$ cat src/rtl/gbc_memory_bus.sv
// Game Boy Color CPU-side memory bus: decodes pipelined Wishbone requests, serves
// HRAM and the VBK/SVBK bank registers locally, forwards the rest to WRAM/VRAM/cart.
module gbc_memory_bus #(
  parameter logic [15:0] HRAM_BASE = 16'hFF80
) (
  input  logic        clk,
  input  logic        rst_n,
  input  logic        s_cyc,
  input  logic        s_stb,
  input  logic        s_we,
  input  logic [15:0] s_addr,
  input  logic [7:0]  s_dat_i,
  output logic [7:0]  s_dat_o,
  output logic        s_ack,
  output logic        s_stall,
  output logic        wram_cyc,
  output logic        wram_stb,
  output logic        wram_we,
  output logic [14:0] wram_addr,
  output logic [7:0]  wram_dat_o,
  input  logic [7:0]  wram_dat_i,
  input  logic        wram_ack,
  input  logic        wram_stall,
  output logic        vram_cyc,
  output logic        vram_stb,
  output logic        vram_we,
  output logic [13:0] vram_addr,
  output logic [7:0]  vram_dat_o,
  input  logic [7:0]  vram_dat_i,
  input  logic        vram_ack,
  input  logic        vram_stall,
  output logic        cart_cyc,
  output logic        cart_stb,
  output logic        cart_we,
  output logic [15:0] cart_addr,
  output logic [7:0]  cart_dat_o,
  input  logic [7:0]  cart_dat_i,
  input  logic        cart_ack,
  input  logic        cart_stall
);

  localparam int unsigned HRAM_AW    = 7;
  localparam int unsigned HRAM_DEPTH = 128;
  localparam int unsigned NTGT       = 3;   // one-hot target select {cart, vram, wram}

  typedef enum logic [1:0] {ST_IDLE, ST_REQ, ST_WAIT, ST_RESP} state_t;

  state_t                state_q, state_d;
  logic [NTGT-1:0]       cyc_q, cyc_d, stb_q, stb_d, sel_q, sel_d;
  logic [15:0]           addr_q, addr_d;
  logic                  we_q, we_d;
  logic [7:0]            wdat_q, wdat_d;
  logic [7:0]            rdat_q, rdat_d;
  logic                  ack_q, ack_d;
  logic                  stall_q, stall_d;
  logic                  vbk_q, vbk_d;
  logic [2:0]            svbk_q, svbk_d;
  logic [7:0]            hram [HRAM_DEPTH];
  logic                  hram_we;

  logic [NTGT-1:0]       dec_sel;
  logic [15:0]           dec_addr;
  logic [7:0]            loc_rdata;
  logic                  hit_hram, hit_vbk, hit_svbk;
  logic [2:0]            wbank;
  logic [HRAM_AW-1:0]    hram_idx;
  logic                  accept, tgt_ack, tgt_stall;
  logic [7:0]            tgt_dat;

  assign hram_idx = HRAM_AW'(s_addr - HRAM_BASE);
  assign wbank    = (svbk_q == 3'd0) ? 3'd1 : svbk_q;

  // Address decode and translation for the request currently on the bus
  always_comb begin
    dec_sel   = '0;
    dec_addr  = s_addr;
    loc_rdata = 8'hFF;
    hit_hram  = 1'b0;
    hit_vbk   = 1'b0;
    hit_svbk  = 1'b0;
    if (!s_addr[15] || s_addr[15:13] == 3'b101) begin
      dec_sel = 3'b100;
    end else if (s_addr[15:13] == 3'b100) begin
      dec_sel  = 3'b010;
      dec_addr = {2'b00, vbk_q, s_addr[12:0]};
    end else if (s_addr[15:12] == 4'hC || s_addr[15:12] == 4'hE) begin
      dec_sel  = 3'b001;
      dec_addr = {4'h0, s_addr[11:0]};
    end else if (s_addr[15:12] == 4'hD || (s_addr[15:12] == 4'hF && s_addr[11:9] != 3'b111)) begin
      dec_sel  = 3'b001;
      dec_addr = {1'b0, wbank, s_addr[11:0]};
    end else if (s_addr >= HRAM_BASE) begin
      hit_hram  = 1'b1;
      loc_rdata = hram[hram_idx];
    end else if (s_addr == 16'hFF4F) begin
      hit_vbk   = 1'b1;
      loc_rdata = {7'h7F, vbk_q};
    end else if (s_addr == 16'hFF70) begin
      hit_svbk  = 1'b1;
      loc_rdata = {5'h1F, svbk_q};
    end
  end

  assign accept    = s_cyc & s_stb & ((state_q == ST_IDLE) | (state_q == ST_RESP));
  assign tgt_ack   = |(sel_q & {cart_ack, vram_ack, wram_ack});
  assign tgt_stall = |(sel_q & {cart_stall, vram_stall, wram_stall});
  assign tgt_dat   = sel_q[2] ? cart_dat_i : (sel_q[1] ? vram_dat_i : wram_dat_i);

  // Next-state and registered-output logic
  always_comb begin
    state_d = state_q;
    cyc_d   = cyc_q;
    stb_d   = stb_q;
    sel_d   = sel_q;
    addr_d  = addr_q;
    we_d    = we_q;
    wdat_d  = wdat_q;
    rdat_d  = rdat_q;
    ack_d   = 1'b0;
    stall_d = stall_q;
    vbk_d   = vbk_q;
    svbk_d  = svbk_q;
    hram_we = 1'b0;
    case (state_q)
      ST_IDLE, ST_RESP: begin
        state_d = ST_IDLE;
        stall_d = 1'b0;
        if (accept) begin
          if (dec_sel != '0) begin
            state_d = ST_REQ;
            cyc_d   = dec_sel;
            stb_d   = dec_sel;
            sel_d   = dec_sel;
            addr_d  = dec_addr;
            we_d    = s_we;
            wdat_d  = s_dat_i;
            stall_d = 1'b1;
          end else begin
            ack_d  = 1'b1;
            rdat_d = loc_rdata;
            if (s_we) begin
              hram_we = hit_hram;
              if (hit_vbk)  vbk_d  = s_dat_i[0];
              if (hit_svbk) svbk_d = s_dat_i[2:0];
            end
          end
        end
      end
      ST_REQ, ST_WAIT: begin
        if (!s_cyc) begin
          // CPU abandoned the cycle: release the target, any late ack is ignored
          state_d = ST_IDLE;
          cyc_d   = '0;
          stb_d   = '0;
          stall_d = 1'b0;
        end else if (state_q == ST_WAIT || !tgt_stall) begin
          stb_d = '0;
          if (state_q == ST_REQ) state_d = ST_WAIT;
          if (tgt_ack) begin
            state_d = ST_RESP;
            cyc_d   = '0;
            ack_d   = 1'b1;
            rdat_d  = tgt_dat;
            stall_d = 1'b0;
          end
        end
      end
      default: state_d = ST_IDLE;
    endcase
  end

  always_ff @(posedge clk or negedge rst_n) begin
    if (!rst_n) begin
      state_q <= ST_IDLE;
      cyc_q   <= '0;
      stb_q   <= '0;
      sel_q   <= '0;
      addr_q  <= '0;
      we_q    <= 1'b0;
      wdat_q  <= '0;
      rdat_q  <= 8'hFF;
      ack_q   <= 1'b0;
      stall_q <= 1'b0;
      vbk_q   <= 1'b0;
      svbk_q  <= '0;
    end else begin
      state_q <= state_d;
      cyc_q   <= cyc_d;
      stb_q   <= stb_d;
      sel_q   <= sel_d;
      addr_q  <= addr_d;
      we_q    <= we_d;
      wdat_q  <= wdat_d;
      rdat_q  <= rdat_d;
      ack_q   <= ack_d;
      stall_q <= stall_d;
      vbk_q   <= vbk_d;
      svbk_q  <= svbk_d;
    end
  end

  // HRAM contents survive reset
  always_ff @(posedge clk) begin
    if (hram_we) hram[hram_idx] <= s_dat_i;
  end

  assign s_dat_o    = rdat_q;
  assign s_ack      = ack_q;
  assign s_stall    = stall_q;
  assign wram_cyc   = cyc_q[0];
  assign wram_stb   = stb_q[0];
  assign wram_we    = we_q;
  assign wram_addr  = addr_q[14:0];
  assign wram_dat_o = wdat_q;
  assign vram_cyc   = cyc_q[1];
  assign vram_stb   = stb_q[1];
  assign vram_we    = we_q;
  assign vram_addr  = addr_q[13:0];
  assign vram_dat_o = wdat_q;
  assign cart_cyc   = cyc_q[2];
  assign cart_stb   = stb_q[2];
  assign cart_we    = we_q;
  assign cart_addr  = addr_q;
  assign cart_dat_o = wdat_q;

endmodule

$ cat config.mk
export PLATFORM = sky130hd
export DESIGN_NAME = gbc_memory_bus
export DESIGN_NICKNAME = d
export VERILOG_FILES = /design/src/rtl/gbc_memory_bus.sv
export SDC_FILE = /design/constraint.sdc
export NUM_CORES = 1
export LEC_CHECK = 0
export BUFFER_PORTS_ARGS = -buffer_cell sky130_fd_sc_hd__clkbuf_2
export CAP_MARGIN = 15
export CORE_MARGIN = 10
export CORE_UTILIZATION = 45
export DETAILED_ROUTE_END_ITERATION = 7
export PLACE_DENSITY = 0.64
export SYNTH_ARGS = -nofsm -noshare
export SYNTH_HDL_FRONTEND = slang
export SYNTH_SLANG_ARGS = --single-unit
$ cat constraint.sdc
create_clock -name clk -period 3.4 [get_ports clk]
set_clock_uncertainty 0.2 [all_clocks]
set_input_delay 0.51 -clock clk [delete_from_list [all_inputs] [get_ports clk]]
set_output_delay 0.51 -clock clk [all_outputs]
set_load 0.03 [all_outputs]
==> results of run 1 <==
==> worst max-delay path: stages <==
cell and delay, ns:
sky130_fd_sc_hd__dlygate4sd3_1 0.57, sky130_fd_sc_hd__clkbuf_2 0.19, sky130_fd_sc_hd__nand2_1 0.19, sky130_fd_sc_hd__nor3_2 0.29, sky130_fd_sc_hd__nand3_1 0.21, sky130_fd_sc_hd__nor2_2 0.15, sky130_fd_sc_hd__buf_4 0.25, sky130_fd_sc_hd__nand3_1 0.34
sky130_fd_sc_hd__nor3_1 0.36, sky130_fd_sc_hd__buf_4 0.21
==> layout by cell type, fill, tap and decap left out, drive strengths merged, types with 58 or more instances in the layout <==
cell,netlist,layout
buf,156,388
o21ai,58,58
nand2,150,150
nor2,192,192
mux2,103,103
mux2i,98,98
a22oi,127,127
a21oi,80,80
a221oi,95,95
edfxtp,1024,1024
clkbuf,71,259
==> cells by family (layout without fill, tap and decap cells) <==
logic type	count (synthesis)	after routing	synth area share (%)
compound gates	620	620	10.96
simple gates	452	452	4.737
fa+ha+maj	2	2	0.05866
mux	218	218	5.925
buf+inv	238	748	3.271
flops	1074	1074	75.04
==> stage by stage <==
step	util, %	hold slack, ns	instances	total power [mW]
CTS	54.23	0.004987	4368	31.23
detailed placement	50.21	0.2716	4154	19.18
floorplan	-	0.01441	2604	17.75
global route	54.23	0.02569	4368	32.04
finish	54.23	0.02239	4368	31.16
global placement	50.21	0.2495	4154	19.11
==> per-layer routing <==
layer  wire length (µm)  up-vias  track usage (%)
li1                   -    11268                -
met1              52100    13835            33.70
met2              62050     1952            38.40
met3              17280      348            6.393
met4               6494        2            10.79
met5                 11        -                0
==> power breakdown <==
group          leakage (nW)  total [mW]  internal, mW  switching, mW
Sequential             9.82        15.0          14.7          0.273
Combinational          5.82        3.92          1.15           2.77
Clock                  1.79        12.2          7.17           5.04
==> sequential cells by signal, indices dropped and copies added, names as in the netlist <==
register / count
s_stall: 1
s_dat_o: 8
s_ack: 1
cart_addr: 16
cart_dat_o: 8
hram: 1024
vbk_q: 1
svbk_q: 3
stb_q: 3
cyc_q: 3
cart_we: 1
sel_q: 3
state_q: 2
==> layout make-up <==
cell class	count	area (µm²)	share of cell area, %
inverters	11	46.29	0.09105
repair buffers	535	4262	8.382
flip-flops and latches	1074	32010	62.96
well taps	1254	1569	3.086
clock inverters	78	865.8	1.703
clock buffers	124	2784	5.476
multi-input cells	1292	9305	18.30
==> final timing paths <==
path	end	slack [ns]	depth (start not counted)
setup / recovery	hram[89][3]	0.29	10
hold / removal	hram[7][1]	0.02	1
setup reg to reg	hram[89][3]	0.57	8
hold reg to reg	cart_addr[15]	0.28	2
max in group asynchronous	s_dat_o[0]	1.95	3
min in group asynchronous	cart_addr[10]	0.24	2
==> impl_summary.log, run 1 <==
INFO  metric synth.distinct_cells = 83
INFO  metric post_placement_cell_area = approximately 47000 µm²
INFO  metric die_height = 327.9 µm
INFO  metric async_flop_share = 4.655%
INFO  metric viasPerCell = 6.274
INFO  metric status = finished, final reports clean
INFO  metric setup.worst_path.class = input port to register
INFO  metric cp_data_arrival_time = ~3.3 ns
INFO  metric drt_iter0_markers = between 3000 and 4000
INFO  metric finalWirelength = approximately 140 mm
INFO  metric postCtsHoldBufs = 12
INFO  metric rsz0062_at_grt = false
INFO  metric final.period_utilization = 91.50%
INFO  metric timing.slew.headroom = a little over a fifth
INFO  metric remaining_number_of_nets_flagged_by_the_antenna_check_after_routing = 0
INFO  metric worst-path-max-fanout = 10
INFO  metric core = between 90000 and 100000 µm²
INFO  metric rows = about 110
INFO  metric synth.cells.most_frequent = sky130_fd_sc_hd__edfxtp_1, sky130_fd_sc_hd__nor2_1, sky130_fd_sc_hd__nand2_1, sky130_fd_sc_hd__a22oi_1, sky130_fd_sc_hd__mux2_2
INFO  metric dominantRegCellSynth = sky130_fd_sc_hd__edfxtp_1
INFO  metric horizontal_extent_of_the_die = ~330 µm
INFO  metric timing.hold.worst.start = s_dat_i[1]
INFO  metric detailedRoute.firstPassIterationCount = 5
INFO  metric power.leakage = ~17 nW
INFO  metric fin_setup_tns = 0 ns
INFO  metric reg2reg_from = state_q[1]
INFO  metric top_level_i_o_count = approximately 150
INFO  metric timing.critical_path.required = roughly 3.6 ns
INFO  metric maxCapViolCount = 0
INFO  metric die-area = 107500 µm²
INFO  metric timing_worst_slew_pin_value = between 1 and 1.5 ns
INFO  metric timing.final.hold_violations = 0
INFO  metric setup_slack = 0.2890 ns
INFO  metric clock.fmax = 0.3214 GHz
INFO  metric initial_utilization = roughly 45%
INFO  metric power.density = 612.8 nW/µm²
INFO  metric synth-seq-area-share = about three quarters
INFO  metric setup.worst_path.end_class = register
INFO  metric detailroute.via_count = 27405
INFO  metric nets_in_the_synthesized_netlist = ~2700
INFO  metric pins_over_slew_limit = 0
INFO  metric synth.avg_cell_area = roughly 16 µm²
INFO  metric gp_routability_congestion = 0.9357
INFO  metric n_fill_cell = between 7000 and 8000
INFO  metric synth-seq-cells = 1074
INFO  metric synth_edf_count = about 1000
INFO  metric synth_largest_type_area_fraction = slightly above 70%
INFO  metric clock_tree_from_tritoncts = done
INFO  metric ir_drop = 0.4019 mV
INFO  metric critPathLaunchType = input port
INFO  metric htreeDepth = 3
INFO  metric cts-root-to-sink-buffers = 3
INFO  metric port_buffers = approximately 150
INFO  metric post_cts.repair.setup_buffers = 0
INFO  metric period_minus_slack = between 3 and 4 ns
INFO  metric wl_per_cell = 31.58 µm
INFO  metric cts_root_buffer = sky130_fd_sc_hd__clkbuf_16
INFO  metric all_layer_gr_usage = between 20% and 30%
INFO  metric crit_start = s_addr[14]
INFO  metric synthCells = between 2000 and 3000
INFO  metric synth.area.top_cells = sky130_fd_sc_hd__edfxtp_1, sky130_fd_sc_hd__mux2_2, sky130_fd_sc_hd__dfrtp_1, sky130_fd_sc_hd__mux2i_1, sky130_fd_sc_hd__a22oi_1
INFO  metric post-synth-top-count-cell = sky130_fd_sc_hd__edfxtp_1
INFO  metric dpl_worst_slack = -0.1257 ns
INFO  metric yosys_warnings = 0
INFO  metric grt_overflow_total = 0
INFO  metric clkTransAtPathRegs = about 0.07 ns
INFO  metric finalSetupViolations = 0
INFO  metric holdCritPathClass = input port to register
INFO  metric cell_area_synth = roughly 43000 µm²
INFO  metric dp_hpwl = roughly 90 mm
INFO  metric grt_pass1_vias = roughly 27000
INFO  metric fraction_of_final_layout_cells_sized_beyond_drive_strength_1 = ~27%
INFO  metric cts_inserted_buffers = roughly 110
INFO  metric finish.net_count = 3081
INFO  metric area_growth_syn_to_fin = 19.19%
INFO  metric grt_max_degree = 85
INFO  metric antenna_cells = 0
INFO  metric cts_resized = 0
INFO  metric drc = 0
INFO  metric yosys.area.top_type = sky130_fd_sc_hd__edfxtp_1
INFO  metric clkLatencyLatePin = 0.69 ns
INFO  metric antenna_found_initial = 3
INFO  metric grt_first_pass_wirelength = 197.1 mm
INFO  metric clock_sink_count = about 1100
INFO  metric layout.cell_area.non_filler = 50840 µm²
No activity file was read; power rests on OpenSTA's default activity.
==> run 2, diff against run 1 <==
--- a/config.mk
+++ b/config.mk
@@ -7,7 +7,6 @@
 export LEC_CHECK = 0
 export BUFFER_PORTS_ARGS = -buffer_cell sky130_fd_sc_hd__clkbuf_2
 export CAP_MARGIN = 15
-export CORE_MARGIN = 10
 export CORE_UTILIZATION = 45
 export DETAILED_ROUTE_END_ITERATION = 7
 export PLACE_DENSITY = 0.64
==> impl_summary.log, run 2 (synthesis gave the netlist of run 1 again) <==
INFO  metric timing.final.hold_violations = 0
INFO  metric fraction_of_final_layout_cells_sized_beyond_drive_strength_1 = a little over a quarter
INFO  metric drc = 0
INFO  metric initial_utilization = between 40 and 50%
INFO  metric multiInputGateArea = between 9000 and 10000 µm²
INFO  metric p_total = 31.11 mW
INFO  metric clock_tree_from_tritoncts = done
INFO  metric layout.cells.most_common = sky130_fd_sc_hd__edfxtp_1
INFO  metric critPathLaunchType = input port
INFO  metric timing_worst_slew_pin_value = about 1.1 ns
INFO  metric all_layer_gr_usage = between 20% and 30%
INFO  metric cts_inserted_buffers = roughly 110
INFO  metric setup.worst_path.class = input port to register
INFO  metric stdcell_count = 4375
INFO  metric regMostFlops = hram
INFO  metric timing.critical_path.required = around 3.6 ns
INFO  metric cp_data_arrival_time = approximately 3.4 ns
INFO  metric core = 93610 µm²
INFO  metric gp_routability_congestion = ~0.95
INFO  metric final.period_utilization = a little over nine tenths
INFO  metric finalWirelength = 139.5 mm
INFO  metric power.density = around 600 nW/µm²
INFO  metric dpl_worst_slack = -0.01108 ns
INFO  metric cts-root-to-sink-buffers = 3
INFO  metric timing.slew.headroom = ~26%
INFO  metric detailedRoute.firstPassIterationCount = 6
INFO  metric htreeDepth = 3
INFO  metric period_minus_slack = 3.213 ns
INFO  metric holdCritPathClass = input port to register
INFO  metric horizontal_extent_of_the_die = about 310 µm
INFO  metric area.sequential = 32010 µm²
INFO  metric grt_pass1_vias = ~27000
INFO  metric power.leakage = 17.48 nW
INFO  metric die_height = between 300 and 400 µm
INFO  metric rr_worst_depth = 8
INFO  metric clkLatencyLatePin = 0.69 ns
INFO  metric worst-path-max-fanout = 10
INFO  metric antenna_found_initial = 5
INFO  metric rsz0062_at_grt = false
INFO  metric top_level_i_o_count = around 150
INFO  metric post_placement_cell_area = 47160 µm²
INFO  metric max_ffs_per_register = 1024
INFO  metric port_buffers = between 100 and 150
INFO  metric die-area = 96030 µm²
INFO  metric remaining_number_of_nets_flagged_by_the_antenna_check_after_routing = 0
INFO  metric fin_setup_tns = 0 ns
INFO  metric clock_sink_count = approximately 1100
INFO  metric maxCapViolCount = 0
INFO  metric layout.cell_area.non_filler = slightly above 50000 µm²
INFO  metric clkTransAtPathRegs = 0.06 ns
INFO  metric status = finished, final reports clean
INFO  metric dp_hpwl = 91.76 mm
INFO  metric cts_root_buffer = sky130_fd_sc_hd__clkbuf_16
INFO  metric rows = 112
INFO  metric hold-path-cell-count = 1
INFO  metric finalSetupViolations = 0
INFO  metric clock.fmax = about 0.31 GHz
INFO  metric grt_overflow_total = 0
INFO  metric drt_iter0_markers = 3900
INFO  metric whs = ~0.07 ns
INFO  metric grt_max_degree = 75
INFO  metric pins_over_slew_limit = 0
INFO  metric detailroute.via_count = 27718
INFO  metric finish.net_count = ~3000
INFO  metric leading_cell_types_in_the_layout_fill_and_taps_excluded = sky130_fd_sc_hd__edfxtp_1, sky130_fd_sc_hd__buf_4, sky130_fd_sc_hd__nor2_1, sky130_fd_sc_hd__nand2_1, sky130_fd_sc_hd__clkbuf_2
INFO  metric area_growth_syn_to_fin = 19.41%
INFO  metric setup_slack = between 0.15 and 0.2 ns
INFO  metric ir_drop = 0.3907 mV
INFO  metric fin_util = approximately 54%
INFO  metric place.detailed.instances = 4160
INFO  metric wl_per_cell = about 32 µm
INFO  metric grt_first_pass_wirelength = around 200 mm
INFO  metric setup.worst_path.end_class = register
INFO  metric cts_resized = 0
INFO  metric viasPerCell = 6.336
INFO  metric n_fill_cell = 7418
==> run 2: cell types whose count changed in the layout (fill, tap and decap cells not counted), sizes merged <==
cell | before | now
clkbuf | 259 | 260
diode | 0 | 1
clkinv | 50 | 52
buf | 388 | 394
dlygate4sd3 | 12 | 15
clkinvlp | 8 | 2
==> run 2: final timing paths <==
check                                   start       endpoint  slack [ns]
worst max-delay path               s_addr[14]   hram[104][7]        0.19
min in group asynchronous               rst_n   cart_addr[7]        0.54
worst min-delay path               s_dat_i[2]    hram[29][2]        0.07
max in group asynchronous               rst_n  cart_dat_o[7]        1.61
worst max register to register     state_q[1]   hram[104][7]        0.29
worst min register to register  cart_addr[15]  cart_addr[15]        0.28
==> run 2: routing by layer <==
| layer | share of wire (%) | GRT usage [%] | vias to the layer above |
|---|---|---|---|
| met5 | 0.037 | 0 | - |
| met4 | 4.0 | 10.80 | 8 |
| met3 | 12 | 6.729 | 336 |
| met2 | 47 | 46.45 | 2054 |
| met1 | 38 | 38.59 | 14018 |
| li1 | - | - | 11302 |
==> run 2: final cells by class <==
class	instances	area share, %
Antenna cell	1	0.004913
Clock buffer	125	5.431
Clock inverter	74	1.680
Inverter	11	0.09089
Multi-Input combinational cell	1292	18.28
Sequential cell	1074	62.85
Tap cell	1254	3.080
Timing Repair Buffer	544	8.588
==> run 2: power breakdown <==
group / switching (mW) / internal, mW
clock network: 5.06 / 7.12
registers: 0.282 / 14.7
logic: 2.74 / 1.16
==> run 2: repair_timing <==
action,4_1_cts,5_1_grt
buffers inserted,0,0
endpoints found under the hold margin,53,0
hold buffers,15,0
endpoints found under the setup margin,0,0
==> run 2: worst max-delay path, stage by stage <==
cell and delay, ns:
sky130_fd_sc_hd__dlygate4sd3_1 0.53, sky130_fd_sc_hd__clkbuf_2 0.17, sky130_fd_sc_hd__nand2_1 0.18, sky130_fd_sc_hd__nor3_2 0.27, sky130_fd_sc_hd__nand3_1 0.18, sky130_fd_sc_hd__nor2_2 0.14, sky130_fd_sc_hd__buf_4 0.22, sky130_fd_sc_hd__nand3_1 0.34
sky130_fd_sc_hd__nor2_1 0.61, sky130_fd_sc_hd__buf_4 0.26
